`config.mk`:
```
export PLATFORM = sky130hd
export DESIGN_NAME = fetch_unit
export DESIGN_NICKNAME = d
export VERILOG_FILES = /design/src/rtl/fetch_unit.sv
export SDC_FILE = /design/constraint.sdc
export NUM_CORES = 1
export LEC_CHECK = 0
export ABC_AREA = 1
export BUFFER_PORTS_ARGS = -buffer_cell sky130_fd_sc_hd__buf_2
export CORE_MARGIN = 1.5
export CORE_UTILIZATION = 55
export CTS_BUF_LIST = sky130_fd_sc_hd__clkbuf_16
export CTS_CLUSTER_SIZE = 12
export DETAILED_ROUTE_END_ITERATION = 8
export PLACE_DENSITY = 0.84
export SYNTH_ARGS = -nofsm -noshare
export SYNTH_HDL_FRONTEND = slang
export SYNTH_SLANG_ARGS = --single-unit
```
`constraint.sdc`:
```
create_clock -name clk -period 2.7 [get_ports clk]
set_input_delay 0.27 -clock clk [delete_from_list [all_inputs] [get_ports clk]]
set_output_delay 0.27 -clock clk [all_outputs]
set_load 0.01 [all_outputs]
```
`src/rtl/fetch_unit.sv`:
```
// Instruction fetch unit: issues one non-overlapped request at a time to instruction memory,
// captures the returned word and presents it downstream; redirects squash in-flight words.
module fetch_unit #(
   parameter logic [31:0] RESET_PC = 32'h0000_0000
) (
   input  logic        clk,
   input  logic        rst,
   output logic        imem_req,
   output logic [31:0] imem_addr,
   input  logic        imem_ack,
   input  logic [31:0] imem_rdata,
   input  logic        redirect_valid,
   input  logic [31:0] redirect_pc,
   input  logic        stall,
   output logic        if_valid,
   output logic [31:0] if_instr,
   output logic [31:0] if_pc,
   output logic [31:0] if_pc_plus4,
   output logic [5:0]  if_opcode
);

   typedef enum logic [1:0] {IDLE, REQ, DISCARD, HOLD} state_t;

   state_t      state, state_nxt;
   logic [31:0] pc, pc_nxt;
   logic [31:0] req_addr, req_addr_nxt;
   logic [31:0] if_instr_nxt, if_pc_nxt;
   logic        imem_req_nxt, if_valid_nxt;
   logic [31:0] redirect_tgt;

   function automatic logic [31:0] align_pc(input logic [31:0] a);
      return {a[31:2], 2'b00};
   endfunction

   assign redirect_tgt = align_pc(redirect_pc);
   assign imem_addr    = req_addr;
   assign if_pc_plus4  = if_pc + 32'd4;
   assign if_opcode    = if_instr[31:26];

   always_ff @(posedge clk) begin
      if (rst) begin
         state    <= IDLE;
         pc       <= RESET_PC;
         req_addr <= RESET_PC;
         imem_req <= 1'b0;
         if_valid <= 1'b0;
         if_instr <= 32'd0;
         if_pc    <= 32'd0;
      end else begin
         state    <= state_nxt;
         pc       <= pc_nxt;
         req_addr <= req_addr_nxt;
         imem_req <= imem_req_nxt;
         if_valid <= if_valid_nxt;
         if_instr <= if_instr_nxt;
         if_pc    <= if_pc_nxt;
      end
   end

   always_comb begin
      state_nxt    = state;
      pc_nxt       = pc;
      req_addr_nxt = req_addr;
      imem_req_nxt = imem_req;
      if_valid_nxt = if_valid;
      if_instr_nxt = if_instr;
      if_pc_nxt    = if_pc;
      unique case (state)
         IDLE: begin
            imem_req_nxt = 1'b1;
            state_nxt    = REQ;
            if (redirect_valid) begin
               pc_nxt       = redirect_tgt;
               req_addr_nxt = redirect_tgt;
            end else begin
               req_addr_nxt = pc;
            end
         end
         REQ: begin
            if (imem_ack) begin
               if (redirect_valid) begin
                  // Returned word belongs to the old path; reissue straight at the target.
                  pc_nxt       = redirect_tgt;
                  req_addr_nxt = redirect_tgt;
               end else begin
                  if_instr_nxt = imem_rdata;
                  if_pc_nxt    = req_addr;
                  if_valid_nxt = 1'b1;
                  pc_nxt       = req_addr + 32'd4;
                  imem_req_nxt = 1'b0;
                  state_nxt    = HOLD;
               end
            end else if (redirect_valid) begin
               pc_nxt    = redirect_tgt;
               state_nxt = DISCARD;
            end
         end
         DISCARD: begin
            // Old request must still complete before the target can be requested.
            if (redirect_valid) pc_nxt = redirect_tgt;
            if (imem_ack) begin
               req_addr_nxt = redirect_valid ? redirect_tgt : pc;
               state_nxt    = REQ;
            end
         end
         HOLD: begin
            if (redirect_valid) begin
               if_valid_nxt = 1'b0;
               pc_nxt       = redirect_tgt;
               req_addr_nxt = redirect_tgt;
               imem_req_nxt = 1'b1;
               state_nxt    = REQ;
            end else if (!stall) begin
               if_valid_nxt = 1'b0;
               req_addr_nxt = pc;
               imem_req_nxt = 1'b1;
               state_nxt    = REQ;
            end
         end
         default: state_nxt = IDLE;
      endcase
   end

endmodule

```
# After elaboration in Yosys (flattened, before gate mapping)
# Index checks and enable logic that the tools add are counted.
[word_totals] register_bits=132 latch_bits=0 ramBits=0 romBits=0 in_bits=69 word_cells=56 memories=0
[op_classes] n_addsub=2 multipliers=0 div_mod_pow=0 order_cmp=0 n_eq_ne=10 shifts=0 mux=27 bitwise_logic=1 reduce_logical=9
[op_table] cell="two-way mux 32 bit" n=8
[op_table] cell="one-hot mux 32 bit (4 select lines)" n=1
[op_table] cell="adder 32 x 3 -> 32 bit (second input constant)" n=2
[op_table] cell="one-hot mux 32 bit (2 select lines)" n=1
[op_table] cell="AND reduction 4 bit" n=4
[op_table] cell="two-way mux 2 bit" n=6
[op_table] cell="inequality test 3 bit (second input constant)" n=3
[op_table] cell="two-way mux 1 bit" n=8
[op_table] cell="inequality test 2 bit (second input constant)" n=4
[op_table] cell="one-hot mux 2 bit (4 select lines)" n=1
[op_table] cell="equality test 2 bit (second input constant)" n=2
[op_table] cell="one-hot mux 1 bit (3 select lines)" n=1
[op_table] cell="AND reduction 3 bit" n=1
[op_table] cell="nonzero test 3 bit" n=1
[op_table] cell="OR reduction 3 bit" n=1
[op_table] cell="equality test 2 x 1 -> 1 bit (second input constant)" n=1
[op_table] cell="zero test 2 bit" n=1
[op_table] cell="one-hot mux 1 bit (2 select lines)" n=1
[op_table] cell="nonzero test 2 bit" n=1
[op_table] cell="inverter 1 bit" n=1

# Logic depth before layout (Yosys ltp)
# Gate-level depths: netlist of the first run.
[logic_depth] depth_word=4 depth_mapped=10 ltp_nobuf=10

# Worst setup path after synthesis of the first run
# OpenSTA, ideal clock, no wires.
[synth_timing] path_kind="register to output" startpoint="reg if_pc[2]" endpoint="out if_pc_plus4[22]" arrival_ps=1485 required_time_ps=2430 path_slack_ps=945 path_stages_with_launch=8 path_buffers=0 cell_sequence="dfxtp_1 > ha_1 > nand2_1 > nor3_2 > nand3_1 > nor2_2 > nand2_1 > xor2_1"
[synth_between] elab_chain_cells=1
[synth_rtl] element="from (decl)" line="17" rtl="output logic [31:0] if_pc,"
[synth_rtl] element="from (signal assigned)" line="56" rtl="if_pc <= if_pc_nxt;"
[synth_rtl] element="adder 32 x 3 -> 32 bit" line="37" rtl="assign if_pc_plus4 = if_pc + 32'd4;"
[synth_rtl] element="to (decl)" line="18" rtl="output logic [31:0] if_pc_plus4,"
# Every way passes these cells.

# Final worst setup path of the first run
[layout_timing] startpoint="reg state[1]" endpoint="reg req_addr[25], in the netlist imem_addr[25]"
[layout_between] elab_chain_cells=3
[layout_rtl] element="from (decl)" line="24" rtl="state_t state, state_nxt;"
[layout_rtl] element="from (signal assigned)" line="50" rtl="state <= state_nxt;"
[layout_rtl] element="equality test 2 bit or equality test 2 x 1 -> 1 bit (tied branches)" line="68" rtl="unique case (state)"
[layout_rtl] element="inequality test 3 bit (no line) or inequality test 2 bit (tied branches)"
[layout_rtl] element="AND reduction 4 bit (no line)"
[layout_rtl] element="to (signal assigned)" line="52" rtl="req_addr <= req_addr_nxt;"
[layout_rtl] element="to (decl)" line="26" rtl="logic [31:0] req_addr, req_addr_nxt;"
# Several ways; a longest one is shown, not always the timed one.
# A chain may end at the register's enable or synchronous reset.

==> results.yml, run 1 <==
die:
  num_rows: 41
  io_pins: 205
  die_h_um: 116
  core_area_um2: 12600
  die_area_um2: 13500
  die_w_um: 116
  start_util_pct: 56.3
logic_synthesis:
  muxShareOfSynthArea_pct: 0.283
  synth_cell_type_count: 32
  syn_inst: 1085
  syn_nets: 1160
  ys.flop_type: "dfxtp_1"
  yosys.area_share.simple_pct: 28.1
  synth_fa_ha_area_share_pct: 1.06
  async_flop_share_pct: 0
  yosys.cell_count.top_type: "nand2_1"
  synth_area_leaders: "dfxtp_1, nand2_1, o21ai_0"
  synth_compound_area_share_pct: 20.4
  ys_top_cells_by_count: "nand2_1, nor2_1, dfxtp_1, o21ai_0, a21oi_1"
  synth_top_area_cell: "dfxtp_1"
  ys_seq_area_share_pct: 37.4
  synth-edff-count: 0
  yosysWarnings: 0
  synth_xor_area_share_pct: 4.09
  ys_ff_latch: 132
  synth_area_um2: 7070
  synth_top_family_by_area: "simple AND/OR/NAND/NOR gates"
  synth_top_area_share_pct: 37.4
  avgSynthCellArea_um2: 6.52
hold_path:
  hold_class: "in -> reg"
clock_network:
  cts_tree: "built"
  htreeDepth: 4
  cts.clk_slew.worst_paths_ns: 0.06
  clock_path_buffers: 2
  cts-root-buf: "clkbuf_16"
  post_cts_buffers: 0
  clk_latency_ns: 0.41
  cts_buffers: 17
  postCtsHoldBufs: 0
  cts_sinks: 132
  cts_resized: 0
setup_path:
  arrival_ns: 2.80
  worstSetupPathType: "reg -> reg"
  critPathCaptureType: "register"
  worstPathRequired_ns: 2.99
  critPathLaunchType: "register"
  cp_max_fo: 45
drt:
  dr.pass1.iters: 6
  dr_wl_met3_um: 1900
  drt_wl_total_um: 21500
  viasPerCell: 5.44
  drc_errors: 0
  drt_iter0_markers: 842
  drt-met1-wl_um: 9050
  vias: 7812
  top_layer: "met4"
  avgRoutedWirePerCell_um: 14.9
  ant_nets: 0
  wl_met2_um: 9950
cells_and_area:
  utilization_pct: 68.7
  fin_nets: 1329
  drive_gt1_share_pct: 20.7
  num_antenna_cells: 0
  syn_to_final_growth_pct: 22.1
run:
  max-cap-violations: 0
timing:
  clock-skew-final_ns: 0.00441
  rsz0062_at_grt: "false"
  hold_viol_final: 0
  worstMarginPinSlew_ns: 0.981
  setup_tns_ns: 0
  setup_ws_ns: 0.194
  setup_viol: 0
  fmax_mhz: 399
  period_share_pct: 92.8
  layout_min_cycle_time_ns: 2.51
  slew_headroom_pct: 34.5
  report.final.slew_viol_count: 0
global_route:
  grt_use_total_pct: 31.4
  overflow: 0
  grt_max_degree: 78
  grt_pass1_wl_um: 33300
  grt_pass1_vias: 6857
  antenna_found_initial: 0
power:
  p_per_area_nw_per_um2: 701
  p_leak_uw: 0.00411
  vdd_drop_max_uv: 552
place:
  place_hpwl_um: 15200
  portBuffers: 202
  place_ws_ns: 0.194
  place.gp.congestion: 1.01
run_status:
  status: "completed"
path summary, 6_finish.rpt:
path / from / endpoint / slack, ns / cells after the start
setup / recovery: state[1]$_SDFFE_PP0P_ / imem_addr[25]$_SDFFE_PP0P_ / 0.19 / 8
hold reg to reg: if_instr[18]$_SDFFE_PP0P_ / if_instr[18]$_SDFFE_PP0P_ / 0.51 / 2
setup reg to reg: state[1]$_SDFFE_PP0P_ / imem_addr[25]$_SDFFE_PP0P_ / 0.19 / 8
hold / removal: imem_rdata[27] / if_instr[27]$_SDFFE_PP0P_ / 0.07 / 3
cell families after synthesis:
family | after synthesis
buffers and inverters | 147
xor gates and xnor gates | 33
adders and majority gates | 6
and+or+nand+nor | 485
muxes | 2
DFF | 132
AOI/OAI and AO/OA | 280
layout by cell type, fill, tap and decap left out, drive strengths merged:
| cell type | instances |
|---|---|
| nand3b | 3 |
| inv | 85 |
| o21ai | 150 |
| xor2 | 33 |
| nor2 | 160 |
| nor3 | 16 |
| clkbuf | 17 |
| bufinv | 2 |
| nor4 | 1 |
| dfxtp | 132 |
| a31oi | 23 |
| clkinv | 8 |
| o21bai | 1 |
| a21oi | 104 |
| and3 | 2 |
| buf | 214 |
| nand3 | 41 |
| ha | 6 |
| mux2i | 2 |
| nand4 | 4 |
| and2 | 1 |
| nand2 | 257 |
| a2bb2oi | 2 |
power breakdown:
| part | switching (uW) | total (uW) | internal, uW |
|---|---|---|---|
| Clock | 789 | 2100 | 1310 |
| Sequential | 306 | 2510 | 2210 |
| Combinational | 940 | 1450 | 508 |
stage by stage:
stage	total power (uW)	cell area (um2)	hold slack [ns]	instances
6_report	6060	8640	0.0739	1436
5_1_grt	6370	8640	0.0635	1436
4_1_cts	6040	8630	0.0646	1436
3_5_place_dp	3950	8100	0.493	1407
3_3_place_gp	3920	8100	0.480	1407
2_1_floorplan	3380	7070	0.339	1085
per-layer routing:
metal  track usage, %  up-vias
met5                0        -
met4             11.2        0
met3             7.84       53
met2             51.0      376
met1             40.8     3506
li1                 -     3877
sequential cells by signal, summed over array words and instances, names as in the netlist:
register   cells
imem_req       1
pc            32
imem_addr     32
if_pc         32
if_instr      32
if_valid       1
state          2
cell type report:
cell class | instances | area, um2
fillers | 1109 | 3930
repair buffers | 214 | 1110
clock inverters | 12 | 101
well taps | 172 | 215
flip-flops and latches | 132 | 2640
multi-input cells | 806 | 3830
clock buffers | 17 | 425
inverters | 83 | 312
critical path, cell delays in order, from the launching register on:
cell,delay (ns)
dfxtp_1,0.38
inv_1,0.08
ha_1,0.23
nand2_1,0.16
nand2_1,0.11
nor2_4,0.77
inv_2,0.34
o21ai_1,0.24
a21oi_1,0.06
No activity file was read; power rests on OpenSTA's default activity.
==> run 2, diff against run 1 <==
--- a/config.mk
+++ b/config.mk
@@ -6,5 +6,4 @@
 export NUM_CORES = 1
 export LEC_CHECK = 0
-export ABC_AREA = 1
 export BUFFER_PORTS_ARGS = -buffer_cell sky130_fd_sc_hd__buf_2
 export CORE_MARGIN = 1.5
@@ -13,5 +12,5 @@
 export CTS_CLUSTER_SIZE = 12
 export DETAILED_ROUTE_END_ITERATION = 8
-export PLACE_DENSITY = 0.84
+export PLACE_DENSITY = 0.85
 export SYNTH_ARGS = -nofsm -noshare
 export SYNTH_HDL_FRONTEND = slang
==> constraint.sdc (replaced) <==
create_clock -name clk -period 2.7 [get_ports clk]
set_input_delay 0.405 -clock clk [delete_from_list [all_inputs] [get_ports clk]]
set_output_delay 0.405 -clock clk [all_outputs]
set_load 0.01 [all_outputs]
==> results.yml, run 2 <==
timing:
  fmax_mhz: 392
  rsz0062_at_grt: "false"
  clock-skew-final_ns: 0.00663
  worstMarginPinSlew_ns: 0.665
  setup_viol: 0
  report.final.slew_viol_count: 0
  hold_viol_final: 0
  layout_min_cycle_time_ns: 2.55
  slew_headroom_pct: 55.7
  setup_tns_ns: 0
  setup_ws_ns: 0.148
  period_share_pct: 94.5
drt:
  drt_iter0_markers: 710
  drc_errors: 0
  drt_wl_total_um: 18300
  avgRoutedWirePerCell_um: 15.5
  ant_nets: 0
  dr.pass1.iters: 7
  vias: 6742
  viasPerCell: 5.71
power:
  power_switching_uw: 1440
  power.total_uw: 5340
  vdd_drop_max_uv: 407
  p_per_area_nw_per_um2: 649
  cell_internal_pwr_uw: 3890
  clkPwrFrac_pct: 44.7
  switching_share_pct: 27.0
  p_leak_uw: 0.00352
  power_frac_seq_pct: 41.8
  p_comb_share_pct: 13.4
clock_network:
  htreeDepth: 4
  cts_sinks: 132
  cts-root-buf: "clkbuf_16"
  clk_latency_ns: 0.42
  cts_tree: "built"
  cts.clk_slew.worst_paths_ns: 0.06
  clock_path_buffers: 2
  cts_buffers: 17
cells_and_area:
  drive_gt1_share_pct: 27.1
  utilization_pct: 71.7
  fin_nets: 1099
  num_antenna_cells: 0
  final_cell_mix: "nand2_1, buf_2, dfxtp_1"
  syn_to_final_growth_pct: 26.6
  mostFrequentLayoutCell: "nand2_1"
logic_synthesis:
  ys_seq_area_share_pct: 40.7
  yosys.cell_count.top_type: "nand2_1"
  syn_nets: 926
  yosysWarnings: 0
  ys.flop_type: "dfxtp_1"
  synth_cell_type_count: 49
  muxShareOfSynthArea_pct: 0.482
  yosys.area_share.simple_pct: 27.7
  synth_top_area_share_pct: 40.7
  synth_top_family_by_area: "simple AND/OR/NAND/NOR gates"
  synth_area_leaders: "dfxtp_1, nand2_1, a21oi_1"
  syn_inst: 851
  synth_area_um2: 6490
  ys_top_cells_by_count: "nand2_1, dfxtp_1, a21oi_1, nor2_1, clkbuf_1"
  synth-edff-count: 0
  synth_xor_area_share_pct: 7.02
  ys_ff_latch: 132
  synth_fa_ha_area_share_pct: 1.16
  synth_compound_area_share_pct: 17.8
  synth_top_area_cell: "dfxtp_1"
  avgSynthCellArea_um2: 7.63
  async_flop_share_pct: 0
place:
  place.gp.congestion: 0.847
  portBuffers: 202
  place_ws_ns: 0.328
  place_hpwl_um: 12100
global_route:
  grt_use_total_pct: 29.1
  grt_pass1_vias: 6164
  overflow: 0
  grt_pass1_wl_um: 29900
  grt_max_degree: 65
  antenna_found_initial: 0
setup_path:
  r2r_start: "imem_addr[2]$_SDFFE_PP0P_"
  worstPathRequired_ns: 2.30
  cp-startpoint: "if_pc[12]$_SDFFE_PP0P_"
  arrival_ns: 2.15
  critPathCaptureType: "output pin"
  worstSetupPathType: "reg -> out"
  cp_max_fo: 6
  critPathLaunchType: "register"
die:
  die_w_um: 112
  die_area_um2: 12500
  die_h_um: 112
  num_rows: 39
  start_util_pct: 56.6
  core_area_um2: 11500
  io_pins: 205
hold_path:
  hold_class: "in -> reg"
  worstHoldStart: "imem_rdata[26]"
run:
  max-cap-violations: 0
run_status:
  status: "completed"
-- run 2: changes by cell type in the layout (fill, tap and decap cells not counted), sizes merged, moves of 12 or more --
cell and change:
nand3 -15, nand2 -53, a211oi +13, a31oi -23, a311oi +30, nor2 -70
xnor2 +31, inv -75, o21ai -116, xor2 -12
-- run 2: final timing paths --
kind	to	slack [ns]	cells past startpoint
max	if_pc_plus4[31]	0.15	6
min	if_instr[26]$_SDFFE_PP0P_	0.22	3
max reg2reg	pc[26]$_SDFF_PP0_	0.59	5
min reg2reg	if_instr[21]$_SDFFE_PP0P_	0.45	2
-- run 2: power by group through the flow --
stage          Sequential [uW]  Combinational (uW)  Clock, uW
2_1_floorplan             2260                 407          0
3_5_place_dp              2260                 704          0
6_report                  2230                 718       2380
5_1_grt                   2250                 788       2490
3_3_place_gp              2260                 691          0
4_1_cts                   2220                 712       2410
-- run 2: cells by family (layout without fill, tap and decap cells) --
family	after synthesis	count (layout)
simple gates	390	390
flops	132	132
buf+inv	76	262
fa+ha+maj	6	6
xor+xnor	52	52
mux	3	3
compound gates	192	192
-- run 2: per-stage QoR --
step / hold WS (ns) / instances / instance area (um2)
floorplan: 0.437 / 851 / 6490
CTS: 0.214 / 1179 / 8200
global route: 0.217 / 1180 / 8220
global placement: 0.438 / 1146 / 7570
detailed placement: 0.443 / 1146 / 7570
finish: 0.220 / 1180 / 8220
-- run 2: final cells by class --
cell class / count / area, um2
Timing Repair Buffer: 223 / 1210
Clock inverter: 15 / 189
Clock buffer: 17 / 425
Tap cell: 143 / 179
Inverter: 7 / 26.3
Sequential cell: 132 / 2650
Multi-Input combinational cell: 643 / 3540
Fill cell: 896 / 3250
-- run 2: repair_timing --
| item | 4_1_cts | 5_1_grt |
|---|---|---|
| hold endpoints to repair | 0 | 0 |
| setup buffers | 1 | 1 |
| setup endpoints to repair | 3 | 10 |
| hold buffers | 0 | 0 |
| resized for setup | 3 | 7 |
| pin swaps | 1 | 2 |
| gates cloned | 0 | 0 |
-- run 2: critical path: stages, from the launching register on --
cell and delay [ns]:
dfxtp_1 0.43, nand4_4 0.17, nor4_4 0.45, and4_4 0.33
nand3_2 0.08, xnor2_1 0.13, buf_2 0.14
-- run 2: metal layers --
metal	vias up	global-route usage (%)	share of wire, %
li1	3283	-	-
met1	3067	37.1	41
met2	339	48.1	48
met3	53	6.42	8.4
met4	0	11.8	2.8
met5	-	0	0
==> run 3, diff against run 2 <==
--- a/config.mk
+++ b/config.mk
@@ -13,4 +13,5 @@
 export DETAILED_ROUTE_END_ITERATION = 8
 export PLACE_DENSITY = 0.85
+export SETUP_SLACK_MARGIN = 0.4
 export SYNTH_ARGS = -nofsm -noshare
 export SYNTH_HDL_FRONTEND = slang
==> constraint.sdc (replaced) <==
create_clock -name clk -period 2.7 [get_ports clk]
set_input_delay 0.405 -clock clk [delete_from_list [all_inputs] [get_ports clk]]
set_output_delay 0.405 -clock clk [all_outputs]
set_load 0.005 [all_outputs]
==> results.yml, run 3 (synthesis results as in run 2) <==
global_route:
  antenna_found_initial: 0
  grt_pass1_vias: 6042
  overflow: 0
  grt_max_degree: 95
  grt_use_total_pct: 29.0
  grt_pass1_wl_um: 29400
drt:
  avgRoutedWirePerCell_um: 15.4
  drc_errors: 0
  dr.pass1.iters: 6
  ant_nets: 0
  vias: 6788
  drt_wl_total_um: 18400
  drt_iter0_markers: 610
  viasPerCell: 5.69
place:
  portBuffers: 202
  place_area_um2: 7570
  place_hpwl_um: 11900
  dp_cells: 1146
  place.gp.congestion: 0.879
timing:
  period_share_pct: 87.0
  fmax_mhz: 426
  setup_tns_ns: 0
  setup_viol: 0
  hold_viol_final: 0
  rsz0062_at_grt: "true"
  report.final.slew_viol_count: 0
  worstMarginPinSlew_ns: 0.642
  slew_headroom_pct: 57.2
  layout_min_cycle_time_ns: 2.35
  clock-skew-final_ns: 0.00872
die:
  die_h_um: 112
  num_rows: 39
  core_area_um2: 11500
  die_w_um: 112
  start_util_pct: 56.6
  die_area_um2: 12500
  io_pins: 205
setup_path:
  worstSetupPathType: "reg -> out"
  cp_max_fo: 4
  worstPathRequired_ns: 2.30
  arrival_ns: 1.94
  critPathLaunchType: "register"
  critPathCaptureType: "output pin"
power:
  p_comb_share_pct: 13.2
  clkPwrFrac_pct: 44.0
  cell_internal_pwr_uw: 3800
  power_switching_uw: 1400
  p_leak_uw: 0.00362
  power_frac_seq_pct: 42.8
  switching_share_pct: 26.9
  vdd_drop_max_uv: 419
  p_per_area_nw_per_um2: 620
clock_network:
  clock_path_buffers: 2
  clk_latency_ns: 0.42
  cts_sinks: 132
  cts_buffers: 17
  cts.clk_slew.worst_paths_ns: 0.06
  htreeDepth: 4
  cts-root-buf: "clkbuf_16"
  postCtsHoldBufs: 0
  cts_tree: "built"
hold_path:
  hold_class: "in -> reg"
cells_and_area:
  syn_to_final_growth_pct: 29.0
  drive_gt1_share_pct: 29.6
  final_cell_mix: "nand2_1, buf_2, dfxtp_1"
  fin_nets: 1111
  instances_no_fill: 1192
  nFillCells: 884
  post-route-cell-area_um2: 8380
  num_antenna_cells: 0
  utilization_pct: 73.0
run:
  max-cap-violations: 0
run_status:
  status: "completed"
-- run 3: layout make-up --
type                            instances  area, um2  share of cell area, %
Multi-Input combinational cell        643       3600                   43.0
Sequential cell                       132       2680                   32.0
Timing Repair Buffer                  235       1300                   15.5
Clock buffer                           17        425                   5.08
Tap cell                              143        179                   2.14
Clock inverter                         15        165                   1.97
Inverter                                7       26.3                  0.314
-- run 3: final timing paths --
check	slack (ns)	from	end	cells past startpoint
worst min register to register	0.45	if_instr[21]$_SDFFE_PP0P_	if_instr[21]$_SDFFE_PP0P_	2
worst max-delay path	0.35	if_pc[11]$_SDFFE_PP0P_	if_pc_plus4[27]	6
worst max register to register	0.60	imem_addr[2]$_SDFFE_PP0P_	pc[26]$_SDFF_PP0_	5
worst min-delay path	0.22	imem_rdata[21]	if_instr[21]$_SDFFE_PP0P_	3
-- run 3: per-layer routing --
metal  routed length, um  vias up  GRT usage [%]  share of wire (%)
met3                1530       38           6.70                8.3
li1                    -     3310              -                  -
met5                   0        -              0                  0
met1                7480     3126           36.9                 41
met2                8970      314           48.2                 49
met4                 401        0           10.3                2.2
-- run 3: repair_timing --
| item | 4_1_cts | 5_1_grt |
|---|---|---|
| endpoints found under the setup margin | 19 | 17 |
| setup buffers | 8 | 6 |
| gates resized for setup | 20 | 17 |
| pin swaps | 10 | 9 |
-- run 3: worst max-delay path, cell delays in order, from the launching register on --
cell and delay (ns):
dfxtp_4 0.37, nand4_4 0.15, nor4_4 0.34, and4_4 0.31, nand3_2 0.08, xnor2_1 0.15, buf_2 0.12
-- run 3: power groups by stage --
| stage | combinational [uW] | clock [uW] | sequential (uW) |
|---|---|---|---|
| after floorplan | 402 | 0 | 2230 |
| after global placement | 652 | 0 | 2250 |
| after detailed placement | 667 | 0 | 2260 |
| after CTS | 678 | 2300 | 2220 |
| after global routing | 762 | 2400 | 2240 |
| final | 687 | 2290 | 2220 |
-- run 3: through the flow --
step / power, uW / setup WS (ns) / hold slack, ns
finish: 5200 / 0.351 / 0.216
floorplan: 2630 / 0.704 / 0.437
CTS: 5200 / 0.259 / 0.212
global route: 5400 / 0.257 / 0.211
global placement: 2910 / 0.387 / 0.438
detailed placement: 2930 / 0.326 / 0.443
